## src/rtl/relu_act_unit_if.sv

```systemverilog
// ---------------------------------------------------------------------------
// relu_act_unit_if
// Purpose : streaming bus of the ReLU activation unit. It holds the input
//           beat channel (valid/ready/data/mode) and the output result
//           channel (valid/ready/data).
// Modports: master - the producer/consumer side (drives in_*, out_ready)
//           slave  - the activation unit (drives in_ready, out_valid, out_data)
// Params  : NBITS  lane width
//           NLANES lanes per beat; lane i lives at [i*NBITS +: NBITS]
// ---------------------------------------------------------------------------
interface relu_act_unit_if #(
    parameter int NBITS  = 16,
    parameter int NLANES = 4
);
    logic                     in_valid;
    logic                     in_ready;
    logic [NLANES*NBITS-1:0]  in_data;
    logic [1:0]               in_mode;
    logic                     out_valid;
    logic                     out_ready;
    logic [NLANES*NBITS-1:0]  out_data;

    modport master (
        output in_valid, in_data, in_mode, out_ready,
        input  in_ready, out_valid, out_data
    );

    modport slave (
        input  in_valid, in_data, in_mode, out_ready,
        output in_ready, out_valid, out_data
    );
endinterface

```

## src/rtl/relu_act_unit.sv

```systemverilog
// ---------------------------------------------------------------------------
// relu_act_unit
// Purpose : 2-stage elastic activation pipeline. Each beat carries NLANES
//           signed fixed-point lanes and a 2-bit mode:
//             00 ReLU, 01 ReLU derivative, 10 leaky ReLU, 11 leaky derivative.
//           Stage 1 holds the accepted beat and its mode, stage 2 holds the
//           computed result that is presented downstream.
// Ports   : clk        clock, rising edge
//           rst_n      asynchronous active-low reset
//           bus        relu_act_unit_if.slave (in_* beat in, out_* result out)
//           clr_stats  synchronous clear of neg_count      (RELU_STATS_EN only)
//           neg_count  saturating count of negative lanes  (RELU_STATS_EN only)
// Config  : define RELU_STATS_EN to build the negative-element counter.
// Params  : NBITS, FRAC, NLANES, LEAK_SHIFT (1..FRAC), CNT_W
// ---------------------------------------------------------------------------
module relu_act_unit #(
    parameter int NBITS      = 16,
    parameter int FRAC       = 8,
    parameter int NLANES     = 4,
    parameter int LEAK_SHIFT = 3,
    parameter int CNT_W      = 32
) (
    input  logic                 clk,
    input  logic                 rst_n,
`ifdef RELU_STATS_EN
    input  logic                 clr_stats,
    output logic [CNT_W-1:0]     neg_count,
`endif
    relu_act_unit_if.slave       bus
);

    localparam int DW = NLANES * NBITS;

    // 1.0 in the lane format, and the leaky slope 2^-LEAK_SHIFT in the same format
    localparam logic [NBITS-1:0] ONE_VAL  = NBITS'(1) << FRAC;
    localparam logic [NBITS-1:0] LEAK_DER = NBITS'(1) << (FRAC - LEAK_SHIFT);

    // Per-lane activation. The leaky shift is done on a signed variable so
    // that it is an arithmetic shift (rounds toward -inf).
    function automatic logic [NBITS-1:0] f_act(
        input logic [NBITS-1:0] x,
        input logic [1:0]       mode
    );
        logic signed [NBITS-1:0] xs;
        logic signed [NBITS-1:0] sh;
        logic                    neg;
        logic [NBITS-1:0]        res;
        xs  = x;
        sh  = xs >>> LEAK_SHIFT;
        neg = x[NBITS-1];
        case (mode)
            2'b00:   res = neg ? {NBITS{1'b0}} : x;
            2'b01:   res = neg ? {NBITS{1'b0}} : ONE_VAL;
            2'b10:   res = neg ? sh            : x;
            2'b11:   res = neg ? LEAK_DER      : ONE_VAL;
            default: res = {NBITS{1'b0}};
        endcase
        return res;
    endfunction

    logic            r_s1_valid;
    logic [DW-1:0]   r_s1_data;
    logic [1:0]      r_s1_mode;
    logic            r_s2_valid;
    logic [DW-1:0]   r_s2_data;
    logic [DW-1:0]   w_result;
    logic            w_s2_loads;
    logic            w_in_ready;
    logic            w_in_fire;

    // s2 can take a new value whenever its current content leaves or it is empty;
    // in_ready is combinational from out_ready so a full pipe streams without bubbles
    assign w_s2_loads  = ~r_s2_valid | bus.out_ready;
    assign w_in_ready  = ~r_s1_valid | w_s2_loads;
    assign w_in_fire   = bus.in_valid & w_in_ready;

    assign bus.in_ready  = w_in_ready;
    assign bus.out_valid = r_s2_valid;
    assign bus.out_data  = r_s2_data;

    // Activation of every lane held in stage 1
    always_comb begin
        w_result = {DW{1'b0}};
        for (int i = 0; i < NLANES; i++) begin
            w_result[i*NBITS +: NBITS] = f_act(r_s1_data[i*NBITS +: NBITS], r_s1_mode);
        end
    end

    // Stage 1: capture beat and mode on input handshake, empty when s2 drains it
    always_ff @(posedge clk or negedge rst_n) begin
        if (!rst_n) begin
            r_s1_valid <= 1'b0;
            r_s1_data  <= {DW{1'b0}};
            r_s1_mode  <= 2'b00;
        end else if (w_in_fire) begin
            r_s1_valid <= 1'b1;
            r_s1_data  <= bus.in_data;
            r_s1_mode  <= bus.in_mode;
        end else if (w_s2_loads) begin
            r_s1_valid <= 1'b0;
        end else begin
            r_s1_valid <= r_s1_valid;
        end
    end

    // Stage 2: register the result; data is held while the downstream stalls
    always_ff @(posedge clk or negedge rst_n) begin
        if (!rst_n) begin
            r_s2_valid <= 1'b0;
            r_s2_data  <= {DW{1'b0}};
        end else if (w_s2_loads) begin
            r_s2_valid <= r_s1_valid;
            if (r_s1_valid) begin
                r_s2_data <= w_result;
            end else begin
                r_s2_data <= r_s2_data;
            end
        end else begin
            r_s2_valid <= r_s2_valid;
        end
    end

`ifdef RELU_STATS_EN
    localparam int NEG_W = $clog2(NLANES + 1);

    logic [NEG_W-1:0] w_neg_lanes;
    logic [CNT_W:0]   w_cnt_sum;
    logic [CNT_W-1:0] r_neg_count;

    // Number of negative lanes (MSB set) in the beat on the input bus
    always_comb begin
        w_neg_lanes = {NEG_W{1'b0}};
        for (int i = 0; i < NLANES; i++) begin
            w_neg_lanes = w_neg_lanes + NEG_W'(bus.in_data[i*NBITS + NBITS - 1]);
        end
    end

    // One extra bit catches the carry so the counter can saturate instead of wrapping
    assign w_cnt_sum = {1'b0, r_neg_count} + (CNT_W+1)'(w_neg_lanes);

    // Negative-element counter; clear has priority over a same-cycle handshake
    always_ff @(posedge clk or negedge rst_n) begin
        if (!rst_n) begin
            r_neg_count <= {CNT_W{1'b0}};
        end else if (clr_stats) begin
            r_neg_count <= {CNT_W{1'b0}};
        end else if (w_in_fire) begin
            r_neg_count <= w_cnt_sum[CNT_W] ? {CNT_W{1'b1}} : w_cnt_sum[CNT_W-1:0];
        end else begin
            r_neg_count <= r_neg_count;
        end
    end

    assign neg_count = r_neg_count;
`endif

endmodule

```

## src/flat_wrapper.sv

```systemverilog
// flat-port wrapper written by rule: the top's interface ports become plain ports
module relu_act_unit_flat 
#(
    parameter int NBITS      = 16,
    parameter int FRAC       = 8,
    parameter int NLANES     = 4,
    parameter int LEAK_SHIFT = 3,
    parameter int CNT_W      = 32
)
  (clk, rst_n, bus_in_valid, bus_in_data, bus_in_mode, bus_out_ready, bus_in_ready, bus_out_valid, bus_out_data);
  relu_act_unit_if #(.NBITS(NBITS), .NLANES(NLANES)) bus_i ();
  input  logic clk;
  input  logic rst_n;
  input wire logic [$bits(bus_i.in_valid)-1:0] bus_in_valid;
  input wire logic [$bits(bus_i.in_data)-1:0] bus_in_data;
  input wire logic [$bits(bus_i.in_mode)-1:0] bus_in_mode;
  input wire logic [$bits(bus_i.out_ready)-1:0] bus_out_ready;
  output wire logic [$bits(bus_i.in_ready)-1:0] bus_in_ready;
  output wire logic [$bits(bus_i.out_valid)-1:0] bus_out_valid;
  output wire logic [$bits(bus_i.out_data)-1:0] bus_out_data;
  assign bus_i.in_valid = bus_in_valid;
  assign bus_i.in_data = bus_in_data;
  assign bus_i.in_mode = bus_in_mode;
  assign bus_i.out_ready = bus_out_ready;
  assign bus_in_ready = bus_i.in_ready;
  assign bus_out_valid = bus_i.out_valid;
  assign bus_out_data = bus_i.out_data;
  relu_act_unit #(.NBITS(NBITS), .FRAC(FRAC), .NLANES(NLANES), .LEAK_SHIFT(LEAK_SHIFT), .CNT_W(CNT_W)) u_core (.clk(clk), .rst_n(rst_n), .bus(bus_i));
endmodule
```

## config.mk

```make
export PLATFORM = sky130hd
export DESIGN_NAME = relu_act_unit_flat
export DESIGN_NICKNAME = d
export VERILOG_FILES = /design/src/rtl/relu_act_unit_if.sv /design/src/rtl/relu_act_unit.sv /design/src/flat_wrapper.sv
export SDC_FILE = /design/constraint.sdc
export NUM_CORES = 1
export LEC_CHECK = 0
export BUFFER_PORTS_ARGS = -buffer_cell sky130_fd_sc_hd__buf_4
export CORE_MARGIN = 3
export CORE_UTILIZATION = 58
export DETAILED_ROUTE_END_ITERATION = 10
export PLACE_DENSITY = 0.85
export SKIP_CTS_REPAIR_TIMING = 1
export SYNTH_ARGS = -nofsm -noshare
export SYNTH_HDL_FRONTEND = slang
export SYNTH_SLANG_ARGS = --single-unit
```

## constraint.sdc

```tcl
create_clock -name clk -period 3.25 [get_ports clk]
set_clock_uncertainty 0.15 [all_clocks]
set_input_delay 0.65 -clock clk [delete_from_list [all_inputs] [get_ports clk]]
set_output_delay 0.65 -clock clk [all_outputs]
set_load 0.01 [all_outputs]
```

# Yosys cells after proc, flatten, opt, wreduce, memory -nomap -nowiden
# Index checks and enable logic that the tools add are counted.
[word_totals] elab_cells=38 reg_bits=132
[classes] n_reduce_logical=3 n_bitwise=5 mux=22 eq_ne=3
[op_table] operator="$pmux 16 s4" n=4
[op_table] operator="$mux 9" n=8
[op_table] operator="$mux 16" n=4
[op_table] operator="$mux 15" n=4
[op_table] operator="$eq 2x2->1 const B" n=2
[op_table] operator="$eq 2x1->1 const B" n=1
[op_table] operator="$logic_not 2->1" n=1
[op_table] operator="$mux 1" n=2
[op_table] operator="$not 1->1" n=2
[op_table] operator="$or 1x1->1" n=2
[op_table] operator="$reduce_and 2->1" n=1
[op_table] operator="$reduce_bool 2->1" n=1
[op_table] operator="$and 1x1->1" n=1

# Longest topological paths before layout
[logic_depth] word_depth=5 ltp_mapped=6

# Worst setup path after synthesis
# OpenSTA, ideal clock, no wires.
[synth_timing] path_type="in2reg" start="input port bus_out_ready" end="register u_core.r_s2_data[38] (netlist: u_core.bus.out_data[38])" t_arrival_ns=1.638 path_slack_ns=1.336 required_time_ns=2.974 n_path_buf=3 stages=6 path_cell_list="nand2b_2 -> buf_6 -> and4_4 -> buf_6 -> buf_8 -> a221o_1"
[synth_via] elab_chain_len=2
[synth_lines] item="from (decl)" line="flat_wrapper.sv:17" rtl="input wire logic [$bits(bus_i.out_ready)-1:0] bus_out_ready;"
[synth_lines] item="$or 1x1->1" line="relu_act_unit.sv:73" rtl="assign w_s2_loads = ~r_s2_valid | bus.out_ready;"
[synth_lines] item="$reduce_and 2->1 (no line)"
[synth_lines] item="to (signal assigned)" line="relu_act_unit.sv:110" rtl="r_s2_data <= {DW{1'b0}};"
[synth_lines] item="to (signal assigned)" line="relu_act_unit.sv:114" rtl="r_s2_data <= w_result;"
[synth_lines] item="to (signal assigned)" line="relu_act_unit.sv:116" rtl="r_s2_data <= r_s2_data;"
[synth_lines] item="to (decl)" line="relu_act_unit.sv:65" rtl="logic [DW-1:0] r_s2_data;"
# No other way between the ends.
# A chain may end at the register's enable or synchronous reset.

# Worst setup path in the final report
[layout_timing] start="register u_core.r_s1_valid" end="output port bus_in_ready"
[layout_via] elab_chain_len=2
[layout_lines] item="from (decl)" line="relu_act_unit.sv:61" rtl="logic r_s1_valid;"
[layout_lines] item="from (signal assigned)" line="relu_act_unit.sv:102" rtl="r_s1_valid <= r_s1_valid;"
[layout_lines] item="$not 1->1" line="relu_act_unit.sv:74" rtl="assign w_in_ready = ~r_s1_valid | w_s2_loads;"
[layout_lines] item="$or 1x1->1" line="relu_act_unit.sv:74"
[layout_lines] item="to (decl)" line="flat_wrapper.sv:18" rtl="output wire logic [$bits(bus_i.in_ready)-1:0] bus_in_ready;"
# No other way between the ends.

==> flow_summary.ini <==
[grt]
grt_pass1_vias = 4187
use_met3_pct = 5.74
grt_max_degree = 66
antenna_found_initial = 0
grt_pass1_wl_mm = 21.7
busiest_layer = met2
use_met2_pct = 40.9
met1_usage_pct = 31.9
grt.overflow.total = 0
grt_use_total_pct = 24.8

[power_and_ir_drop]
leakage_nw = 3.48
power.total_w = 0.00487
max-vdd-ir-drop_mv = 0.390
power_density_nw_per_um2 = 674

[floorplanning]
rows = 35
die-area_sq_um = 11000
start_util_pct = 60.4
die_w_microns = 105
coreArea_sq_um = 9370
io-pin-count = 136
die_h_microns = 105

[layout]
antenna_cells = 0
final_nets = 590
nFillCells = 633
seq_area_sq_um = 3300
multi_input_area_sq_um = 2100
layout_common_cells = buf_4, dfrtp_1, and4_1, mux2_2, a221o_1
drive_gt1_share_pct = 42.4
final_common_cell = buf_4
area_growth_pct = 27.8

[critical_path]
r2r-end = u_core.bus.out_data[20]
cp.required_ns = 2.45
rr_worst_depth = 3
worstPathMaxFanout = 35
crit_arrival_ns = 1.57
crit_path_start_kind = register
critPathSlowestCell = dfrtp_2
crit_family = flip-flops
worstPathBufferInverterCount = 1
slowest_delay_ns = 0.74
critPathKind = reg -> out
cp_cell_sequence = nand3b_4 > buf_4
end_kind = primary output
rr_startpoint = u_core.r_s1_valid
r2r_slack_ns = 1.04

[hold_path]
hp-class = in -> reg
min_to = u_core.r_s1_data[28]
worstHoldPathCells = 2
hp-start = bus_in_data[28]

[sta]
finalHoldViolCount = 0
fin_crit_sh_pct = 73.0
finalSetupTns_ns = 0
max_slew.worst_pin.slew_ns = 0.729
period_minus_slack_ns = 2.37
setup_viol = 0
fmax_mhz = 421
slew_viol_final = 0
slew_headroom_pct = 51.2
rsz0062_at_grt = false

[detailed_routing]
ant_nets = 0
dr.pass1.iters = 4
num_vias = 4044
drt_wl_total_mm = 13.1
via_per_inst = 6.11
remaining_drc_errors = 0
avgRoutedWirePerCell_microns = 19.7
drt_iter0_markers = 164

[clocking]
htree_levels = 4
cts_buffers = 17
tritoncts = built
clk_pin_slew_ns = 0.06
cts-root-buf = clkbuf_8
clock_latency_ns = 0.51
cts_buffer_depth = 2
clock_sinks = 132

[synth]
synthAdderAreaFrac_pct = 0
synth-xor-area-share_pct = 0
synth_top_area_share_pct = 58.4
synthTopCellsByArea = dfrtp_1, and4_1, mux2_2
yosysTopAreaCell = dfrtp_1
synth_mux_area_share_pct = 13.1
ys.flop_type = dfrtp_1
synth-compound-area-share_pct = 12.5
synth-edff-count = 0
synth-seq-cells = 132
synth_cell_types = 37
syn_area_sq_um = 5660
ys_seq_area_share_pct = 58.4
synthSimpleGateAreaFrac_pct = 11.4
syn-instance-count = 397
ys_async_sr_fraction_pct = 100
synth_top_family_by_area = multiplexers
synth_area_per_cell_sq_um = 14.2
synth_fp_nets = 467
ys_warn_count = 0

[place]
portBuffers = 135
gp_congestion = 0.749
dp_hpwl_mm = 8.39

[outcome]
status = finished, final reports clean

[run]
maxCapViolCount = 0
==> routing by layer <==
metal  up-vias  part of all wire [%]  routed length (microns)
met5         -                     0                        0
met4         0                   1.8                      238
met3        22                   6.2                      816
met2       164                    52                     6780
met1      2045                    40                     5230
li1       1813                     -                        -
==> final cells by class <==
| cell class | instances | share of cell area [%] |
|---|---|---|
| clock buffers | 20 | 6.16 |
| flip-flops and latches | 132 | 45.7 |
| inverters | 2 | 0.104 |
| clock inverters | 12 | 1.33 |
| repair buffers | 144 | 15.4 |
| multi-input cells | 223 | 29.1 |
| well taps | 129 | 2.23 |
==> synthesized netlist by cell type, drive strengths merged, types with 3 or more instances <==
cell     instances
a211o           12
a211oi           4
a21o             4
a221o           40
and4            56
buf             23
clkbuf          17
dfrtp          132
mux2            66
nand2            3
nand2b           6
nand3            3
nor2             4
nor2b            4
o211ai           3
o2bb2ai          7
==> cell families after synthesis <==
family,after synthesis
buffers and inverters,42
and+or+nand+nor,80
muxes,66
AOI/OAI and AO/OA,77
DFF,132
==> power breakdown <==
| group | internal, W | switching, W |
|---|---|---|
| Sequential | 0.00194 | 0.000240 |
| Clock | 0.000991 | 0.000736 |
| Combinational | 0.000546 | 0.000419 |
==> worst max-delay path by stage <==
stage | startpoint | end | slack, ns | cells past startpoint
2_1_floorplan | bus_out_ready | u_core.bus.out_data[38] | 1.34 | 6
3_3_place_gp | bus_out_ready | u_core.bus.out_data[35] | 0.93 | 5
3_5_place_dp | bus_out_ready | u_core.bus.out_data[35] | 0.91 | 5
4_1_cts | u_core.r_s1_valid | bus_in_ready | 0.88 | 2
5_1_grt | u_core.r_s1_valid | bus_in_ready | 0.78 | 2
6_report | u_core.r_s1_valid | bus_in_ready | 0.88 | 2
==> state kept, by name (all words and copies together), names as in the netlist <==
name / cells
u_core.bus.out_valid: 1
u_core.bus.out_data: 64
u_core.r_s1_data: 64
u_core.r_s1_mode: 2
u_core.r_s1_valid: 1
==> worst register-to-register path: stages, from the launching register on <==
cell	delay [ns]
dfrtp_2	0.74
buf_4	0.43
and4_1	0.59
a221o_1	0.25
==> stage by stage <==
stage | util, % | setup WS [ns] | cell area (sq um) | cells | hold WS [ns]
finish | 77.2 | 0.877 | 7230 | 662 | 0.198
global route | 77.2 | 0.784 | 7230 | 662 | 0.174
CTS | 77.1 | 0.876 | 7220 | 661 | -0.0201
detailed placement | 71.3 | 0.913 | 6680 | 629 | 0.317
global placement | 71.3 | 0.934 | 6680 | 629 | 0.312
floorplan | - | 1.34 | 5660 | 397 | 0.204
No activity file was read; power rests on OpenSTA's default activity.
